$ cat src/rtl/bcd_convert_sequencer.sv
// Serial signed-binary to sign+packed-BCD converter (double-dabble, one bit per clock).
// Result and done are registered; out only changes on the edge that raises done.
module bcd_convert_sequencer #(
  parameter int WIDTH  = 8,
  parameter int DIGITS = 3,
  parameter int CNTW   = 4
) (
  input  logic                clk,
  input  logic                rst,
  input  logic                start,
  input  logic [WIDTH-1:0]    in,
  output logic                busy,
  output logic                done,
  output logic [4*DIGITS:0]   out
);

  typedef enum logic [1:0] {IDLE, ABS, SHIFT, DONE} state_t;

  state_t              state;
  logic [WIDTH-1:0]    in_q;
  logic [WIDTH-1:0]    mag;
  logic                sign_q;
  logic [4*DIGITS-1:0] bcd;
  logic [CNTW-1:0]     cnt;
  logic [4*DIGITS-1:0] bcd_adj;
  logic [4*DIGITS-1:0] bcd_shift;

  always_comb begin
    bcd_adj = bcd;
    for (int d = 0; d < DIGITS; d++) begin
      if (bcd[4*d +: 4] >= 4'd5)
        bcd_adj[4*d +: 4] = bcd[4*d +: 4] + 4'd3;
    end
    bcd_shift = {bcd_adj[4*DIGITS-2:0], mag[WIDTH-1]};
  end

  always_ff @(posedge clk or posedge rst) begin
    if (rst) begin
      state  <= IDLE;
      in_q   <= '0;
      mag    <= '0;
      sign_q <= 1'b0;
      bcd    <= '0;
      cnt    <= '0;
      busy   <= 1'b0;
      done   <= 1'b0;
      out    <= '0;
    end else begin
      case (state)
        IDLE, DONE: begin
          done <= 1'b0;
          if (start) begin
            in_q   <= in;
            sign_q <= in[WIDTH-1];
            busy   <= 1'b1;
            state  <= ABS;
          end else begin
            state <= IDLE;
          end
        end
        ABS: begin
          mag    <= sign_q ? (~in_q + 1'b1) : in_q;
          // a zero operand never yields a negative sign
          sign_q <= sign_q & (in_q != '0);
          bcd    <= '0;
          cnt    <= '0;
          state  <= SHIFT;
        end
        SHIFT: begin
          bcd <= bcd_shift;
          mag <= {mag[WIDTH-2:0], 1'b0};
          cnt <= cnt + 1'b1;
          if (cnt == CNTW'(WIDTH-1)) begin
            out   <= {sign_q, bcd_shift};
            done  <= 1'b1;
            busy  <= 1'b0;
            state <= DONE;
          end
        end
        default: state <= IDLE;
      endcase
    end
  end

endmodule
$ cat config.mk
export PLATFORM = sky130hd
export DESIGN_NAME = bcd_convert_sequencer
export DESIGN_NICKNAME = d
export VERILOG_FILES = /design/src/rtl/bcd_convert_sequencer.sv
export SDC_FILE = /design/constraint.sdc
export NUM_CORES = 1
export LEC_CHECK = 0
export BUFFER_PORTS_ARGS = -buffer_cell sky130_fd_sc_hd__buf_2
export CORE_ASPECT_RATIO = 1.1
export CORE_MARGIN = 4
export CORE_UTILIZATION = 52
export CTS_BUF_LIST = sky130_fd_sc_hd__clkbuf_2 sky130_fd_sc_hd__clkbuf_4 sky130_fd_sc_hd__clkbuf_8
export DETAILED_ROUTE_END_ITERATION = 16
export GPL_TIMING_DRIVEN = 0
export MAX_ROUTING_LAYER = met4
export PLACE_DENSITY = 0.79
export SKIP_LAST_GASP = 1
export SLEW_MARGIN = 20
export SYNTH_ARGS = -nofsm -noshare
export SYNTH_HDL_FRONTEND = slang
export SYNTH_SLANG_ARGS = --single-unit
$ cat constraint.sdc
create_clock -name clk -period 1.5 [get_ports clk]
set_input_delay 0.3 -clock clk [delete_from_list [all_inputs] [get_ports clk]]
set_output_delay 0.3 -clock clk [all_outputs]
set_load 0.005 [all_outputs]
==> results of run 1 <==
[metrics by stage]
stage          cell area (µm²)  instances
2_1_floorplan             2440        237
3_3_place_gp              2630        316
4_1_cts                   2830        329
5_1_grt                   3080        338
6_report                  3080        338
3_5_place_dp              2630        316
[final cells by class]
class | instances | share of cell area, %
repair buffers | 40 | 8.12
clock buffers | 7 | 2.92
inverters | 16 | 2.15
well taps | 54 | 2.19
flip-flops and latches | 50 | 40.6
multi-input cells | 161 | 41.3
plain buffers | 9 | 2.52
clock inverters | 1 | 0.162
[metal layers]
| metal | wire, µm | GRT usage [%] |
|---|---|---|
| met2 | 2670 | 34.1 |
| met3 | 208 | 4.05 |
| met1 | 2240 | 22.0 |
| met5 | 0 | - |
| met4 | 74 | 8.30 |
[worst register-to-register path, stage by stage, from the launching register on]
cell and delay [ps]:
dfrtp_1 420, or3_4 410, o31ai_4 250, nor4_2 60, or3_1 300
[what timing repair did]
item | CTS | global route
endpoints found under the setup margin | 47 | 44
setup buffers | 6 | 8
gates resized for setup | 32 | 38
gates cloned | 0 | 0
pin swaps | 5 | 10
[where the power goes]
group	internal, µW	switching [µW]	total (µW)	leakage, µW
logic	1220	1420	2640	0.000716
registers	1680	339	2020	0.000653
clock network	391	442	833	0.0000517
total	3280	2200	5490	0.00142
[flip-flops by register name (all words and copies together) (netlist names)]
register / cells
cnt: 4
bcd: 12
busy: 1
state: 2
sign_q: 1
done: 1
in_q: 8
mag: 8
out: 13
[how the worst max path moves through the flow]
stage	cells after the start	slack (ps)	from	endpoint
finish	4	-50	in_q[0]	mag[5]
global route	4	-100	in_q[0]	mag[5]
CTS	4	-50	in_q[1]	mag[5]
detailed placement	5	-330	cnt[0]	out[1]
global placement	5	-290	cnt[0]	out[2]
floorplan	6	0.8	bcd[0]	out[2]
[cells by family after synthesis]
kind of cell | synth area share (%)
adder cells (fa/ha/maj) | 5.20
flip-flops | 52.0
AND/OR/NAND/NOR | 11.7
buffers and inverters | 4.27
AO/OA/AOI/OAI | 17.4
multiplexers | 6.45
XOR/XNOR | 2.91
[cell usage after synthesis, types with 2 or more instances]
master    instances
a21oi_1          13
a22o_1            5
a22oi_1           2
buf_2             4
clkbuf_1          5
dfrtp_1          50
ha_1             10
inv_1            15
mux2_2           12
mux2i_1           2
nand2_1          31
nand2b_1          7
nand3_1           2
nor2_1            6
nor2b_1           2
nor3b_1           4
nor4_1            3
o21ai_0          29
o22ai_1          11
o31ai_1           3
or3_1             2
xnor2_1           5
xor2_1            3
==> flow_summary_export.csv, run 1 <==
group,metric,value,unit
clocking,cts_sinks,50,
timing,fin_crit_sh,103,%
clocking,cts_tree,"yes",
finish,utilization,70.3,%
placed_design,io_buffers,25,
clocking,cts.clk_slew.worst_paths,90,ps
outcome,status,"complete, but fails checks",
placed_design,place_ws,-332,ps
global_route,grt_max_degree,51,
synthesis,synthTopCellsByArea,"dfrtp_1 52%, o21ai_0 6.0%, mux2_2 5.6%, ha_1 5.2%, nand2_1 4.8%",
worst_setup_path,ff2ff_path_depth,4,
synthesis,synthFlopType,"dfrtp_1",
global_route,grt_pass1_vias,2027,
finish,final_cell_mix,"50 x dfrtp_1, 29 x nand2_1, 27 x buf_2, 22 x o21ai_0, 16 x buf_4",
drt,vias_per_cell,5.58,
timing,fin_skew,9.48,ps
clocking,clkLatencyLatePin,310,ps
worst_setup_path,crit_path_end_kind,"flop",
power,power,5490,µW
clocking,numCtsBuffers,5,
synthesis,syn_nets,258,
finish,drive_gt1_share,37.0,%
timing,period_needed,1550,ps
global_route,grt_use_total,19.8,%
global_route,overflow,0,
synthesis,avgSynthCellArea,10.1,µm²
worst_setup_path,r2r_start,"in_q[0]",
timing,slew_headroom,70.6,%
min_path,hold_class,"in2async",
synthesis,ys_async_sr_fraction,100,%
worst_setup_path,crit_buf_inv,0,
power,vdd_drop_max,1.28,mV
finish,diodes,0,
placed_design,place_congestion,0.805,
worst_setup_path,slowest_delay,420,ps
drt,routedWlPerCell,15.4,µm
synthesis,synth-edff-count,0,
worst_setup_path,reg2reg_slack,-50,ps
outcome,violations,"negative hold slack, negative setup slack",
timing,tns,-90.1,ps
finish,ff_latch_area,1250,µm²
power,p_leak,0.00142,µW
worst_setup_path,crit_required,1690,ps
floorplanning,core,4380,µm²
floorplanning,die_h,79.3,µm
worst_setup_path,crit_fanout,5,
worst_setup_path,cp.arrival,1740,ps
floorplanning,initial_core_util,54.9,%
synthesis,yosys.area.top_type,"dfrtp_1",
worst_setup_path,slowest_stage,"dfrtp_1",
drt,num_vias,1885,
clocking,h-tree-depth,2,
synthesis,synth_seq_cells,50,
timing,finalHoldViolCount,4,
timing,holdWs,-14.5,ps
clocking,clockBufferDepth,2,
finish,fillers,321,
timing,worst_pin_slew,440,ps
timing,setup_violations,3,
worst_setup_path,reg2reg_to,"mag[5]",
floorplanning,die_x,72.8,µm
finish,multi_input_area,1270,µm²
drt,dr.first_iter.drc_count,83,
synthesis,post_synth_num_cell_types,34,
worst_setup_path,worstSetupPathType,"reg2reg",
synthesis,syn_inst,237,
clocking,cts_root_buffer,"clkbuf_8",
worst_setup_path,crit_chain,"or3_4 > o31ai_4 > nor4_2 > or3_1",
floorplanning,die_area,5780,µm²
synthesis,yosysTopAreaCellShare,52.0,%
flow_run,maxCapViolations,0,
global_route,grt_pass1_wl,8770,µm
synthesis,ys_warn_count,0,
clocking,postCtsHoldBufs,0,
timing,rsz0062_at_grt,"yes",
drt,wirelength,5190,µm
worst_setup_path,start_kind,"flop",
drt,ant_nets,0,
power,power_density,1780,nW/µm²
global_route,antenna_found_initial,0,
drt,drt_first_pass_iters,4,
finish,fin_nets,304,
timing,setup_slack,-52.3,ps
worst_setup_path,critical-path-top-delay-family,"simple AND/OR/NAND/NOR gates",
drt,route.detailed.drc,0,
synthesis,synth_area,2400,µm²
finish,final_common_cell,"dfrtp_1",
timing,slew_viol_final,0,
floorplanning,rows,25,
timing,fmax,644,MHz
placed_design,dp_hpwl,3510,µm
floorplanning,io_pins,26,
synthesis,ys_seq_area_share,52.0,%
finish,syn_to_final_growth,28.1,%
(Power assumes the default switching activity.)
==> inputs of run 2 (changes only) <==
ABC_AREA = 1   (was unset)
==> flow_summary_export.csv, run 2 <==
group,metric,value,unit
worst_setup_path,slowest_delay,410,ps
power,power_density,1740,nW/µm²
placed_design,dp_hpwl,3500,µm
timing,setup_violations,0,
synthesis,synth_area,2510,µm²
drt,ant_nets,0,
synthesis,synth-edff-count,0,
drt,dr.first_iter.drc_count,111,
placed_design,place_congestion,0.871,
clocking,clkLatencyLatePin,310,ps
timing,worst_pin_slew,565,ps
finish,diodes,0,
timing,fmax,713,MHz
finish,final_cell_mix,"98 x nand2_1, 49 x dfrtp_1, 34 x inv_1, 32 x nand3_1, 30 x o21ai_0",
floorplanning,io_pins,26,
worst_setup_path,crit_fanout,5,
timing,slew_viol_final,0,
flow_run,maxCapViolations,0,
global_route,grt_use_total,19.1,%
worst_setup_path,cp.arrival,1590,ps
synthesis,avgSynthCellArea,8.16,µm²
placed_design,place_ws,-125,ps
timing,fin_crit_sh,93.5,%
timing,period_needed,1400,ps
worst_setup_path,critical-path-top-delay-family,"flip-flops",
synthesis,ys_warn_count,0,
synthesis,synthMuxAreaShare,0,%
timing,setup_slack,97.5,ps
drt,route.detailed.drc,0,
worst_setup_path,start_kind,"flop",
synthesis,synth-adder-area-share,4.98,%
finish,largest_reg_flops,13,
worst_setup_path,worstSetupPathType,"reg2reg",
floorplanning,core,4650,µm²
synthesis,yosys.area.top_type,"dfrtp_1",
timing,finalHoldViolCount,0,
drt,routedWlPerCell,12.7,µm
synthesis,synthSimpleGateAreaFrac,24.9,%
floorplanning,die_area,6010,µm²
timing,fin_skew,4.80,ps
finish,instances_no_fill,402,
floorplanning,die_h,80.9,µm
synthesis,synthTopCellsByArea,"dfrtp_1 50%, nand2_1 15%, nand3_1 7.0%, o21ai_0 6.2%, inv_1 5.8%",
global_route,grt_pass1_wl,8590,µm
clocking,numCtsBuffers,5,
synthesis,synthFlopType,"dfrtp_1",
clocking,clockBufferDepth,2,
worst_setup_path,crit_path_end_kind,"flop",
synthesis,yosysMostFrequentCell,"nand2_1",
drt,drt_first_pass_iters,6,
global_route,grt_max_degree,51,
clocking,cts.clk_slew.worst_paths,90,ps
placed_design,dp.cells,389,
synthesis,synth_common_cells,"98 x nand2_1, 50 x dfrtp_1, 39 x inv_1, 35 x nand3_1, 31 x o21ai_0",
min_path,hold_class,"in2async",
synthesis,synth_xor_area_share,0.697,%
synthesis,synth_top_family_by_area,"simple AND/OR/NAND/NOR gates",
finish,fin_nets,366,
power,p_leak,0.00152,µW
finish,regMostFlops,"out",
global_route,overflow,0,
clocking,h-tree-depth,2,
worst_setup_path,crit_top_cell,"nand2_1",
worst_setup_path,crit_buf_inv,2,
worst_setup_path,crit_chain,"buf_4 > ha_1 > nand2_1 > nand3_2 > inv_1 > nand2_1 > nand3_1 > o21ai_0",
finish,top_regs,"out (13), bcd (12)",
clocking,postCtsHoldBufs,0,
synthesis,ys_seq_area_share,49.8,%
clocking,cts_tree,"yes",
drt,num_vias,2057,
power,vdd_drop_max,1.03,mV
global_route,grt_pass1_vias,1958,
global_route,antenna_found_initial,0,
timing,tns,0,ps
synthesis,post_synth_num_cell_types,26,
clocking,cts_sinks,50,
synthesis,ys_async_sr_fraction,100,%
finish,drive_gt1_share,20.2,%
drt,wirelength,5110,µm
synthesis,synth_seq_cells,50,
outcome,status,"finished clean",
synthesis,syn_inst,308,
floorplanning,rows,26,
synthesis,yosysTopAreaCellShare,49.8,%
worst_setup_path,slowest_stage,"dfrtp_1",
finish,syn_to_final_growth,16.2,%
floorplanning,initial_core_util,54.0,%
clocking,cts_root_buffer,"clkbuf_8",
worst_setup_path,crit_required,1690,ps
synthesis,synth_compound_area_share,10.5,%
placed_design,io_buffers,25,
floorplanning,die_x,74.3,µm
drt,vias_per_cell,5.12,
finish,final_common_cell,"nand2_1",
synthesis,syn_nets,329,
timing,slew_headroom,62.2,%
## run 2: cell count changes in the layout (fill, tap and decap cells not counted), moves of 4 or more
cell      before  now
a21oi_1       10    3
a22o_1         5    0
buf_4         16    6
ha_1           4    9
inv_1          8   34
mux2_2         9    0
nand2_1       29   98
nand2b_1       4    0
nand3_1        2   32
o21ai_0       22   30
o22ai_1       11    7
## run 2: cells by family (layout without fill, tap and decap cells)
kind of cell,after synthesis,in the layout
simple gates,147,147
buf+inv,52,90
flops,50,50
compound gates,47,47
xor+xnor,2,2
fa+ha+maj,10,10
## run 2: metal layers
layer,GRT usage (%),up-vias,part of all wire (%)
met1,21.7,947,43
met3,4.21,7,4.7
met5,-,-,0
met4,4.98,0,1.4
met2,33.9,41,50
li1,-,1062,-
## run 2: per-stage QoR
step / utilization (%) / power [µW] / hold WS (ps) / cell area [µm²]
after floorplan: - / 3530 / 342 / 2520
after global placement: 58.3 / 3980 / 456 / 2710
after detailed placement: 58.3 / 4040 / 461 / 2710
after CTS: 60.9 / 5030 / 191 / 2840
after global routing: 62.8 / 5530 / 71.6 / 2920
final: 62.8 / 5090 / 36.1 / 2920
## run 2: cell type report
type,instances,area (µm²)
fillers,403,1730
flip-flops and latches,50,1250
multi-input cells,206,1080
inverters,45,178
repair buffers,30,175
clock buffers,8,110
well taps,56,70.1
plain buffers,7,58.8
## run 2: worst paths after layout
check                      startpoint        to  slack (ps)  depth (start not counted)
setup / recovery               bcd[0]    bcd[1]         100                          8
hold / removal                    rst  state[0]          40                          2
setup reg to reg               bcd[0]    bcd[1]         100                          8
hold reg to reg                out[9]    out[9]         480                          2
max in group asynchronous         rst    bcd[4]         950                          3
min in group clk                in[3]   in_q[3]         190                          3
## run 2: what timing repair did
item / 4_1_cts / 5_1_grt
resized for setup: 4 / 12
endpoints found under the hold margin: 0 / 0
endpoints found under the setup margin: 17 / 17
pin swaps: 0 / 1
setup buffers: 0 / 4
## run 2: power by group
group / total [µW] / switching, µW / internal (µW)
Combinational: 2280 / 1450 / 825
Clock: 909 / 443 / 466
Sequential: 1900 / 204 / 1700
Total: 5090 / 2100 / 2990
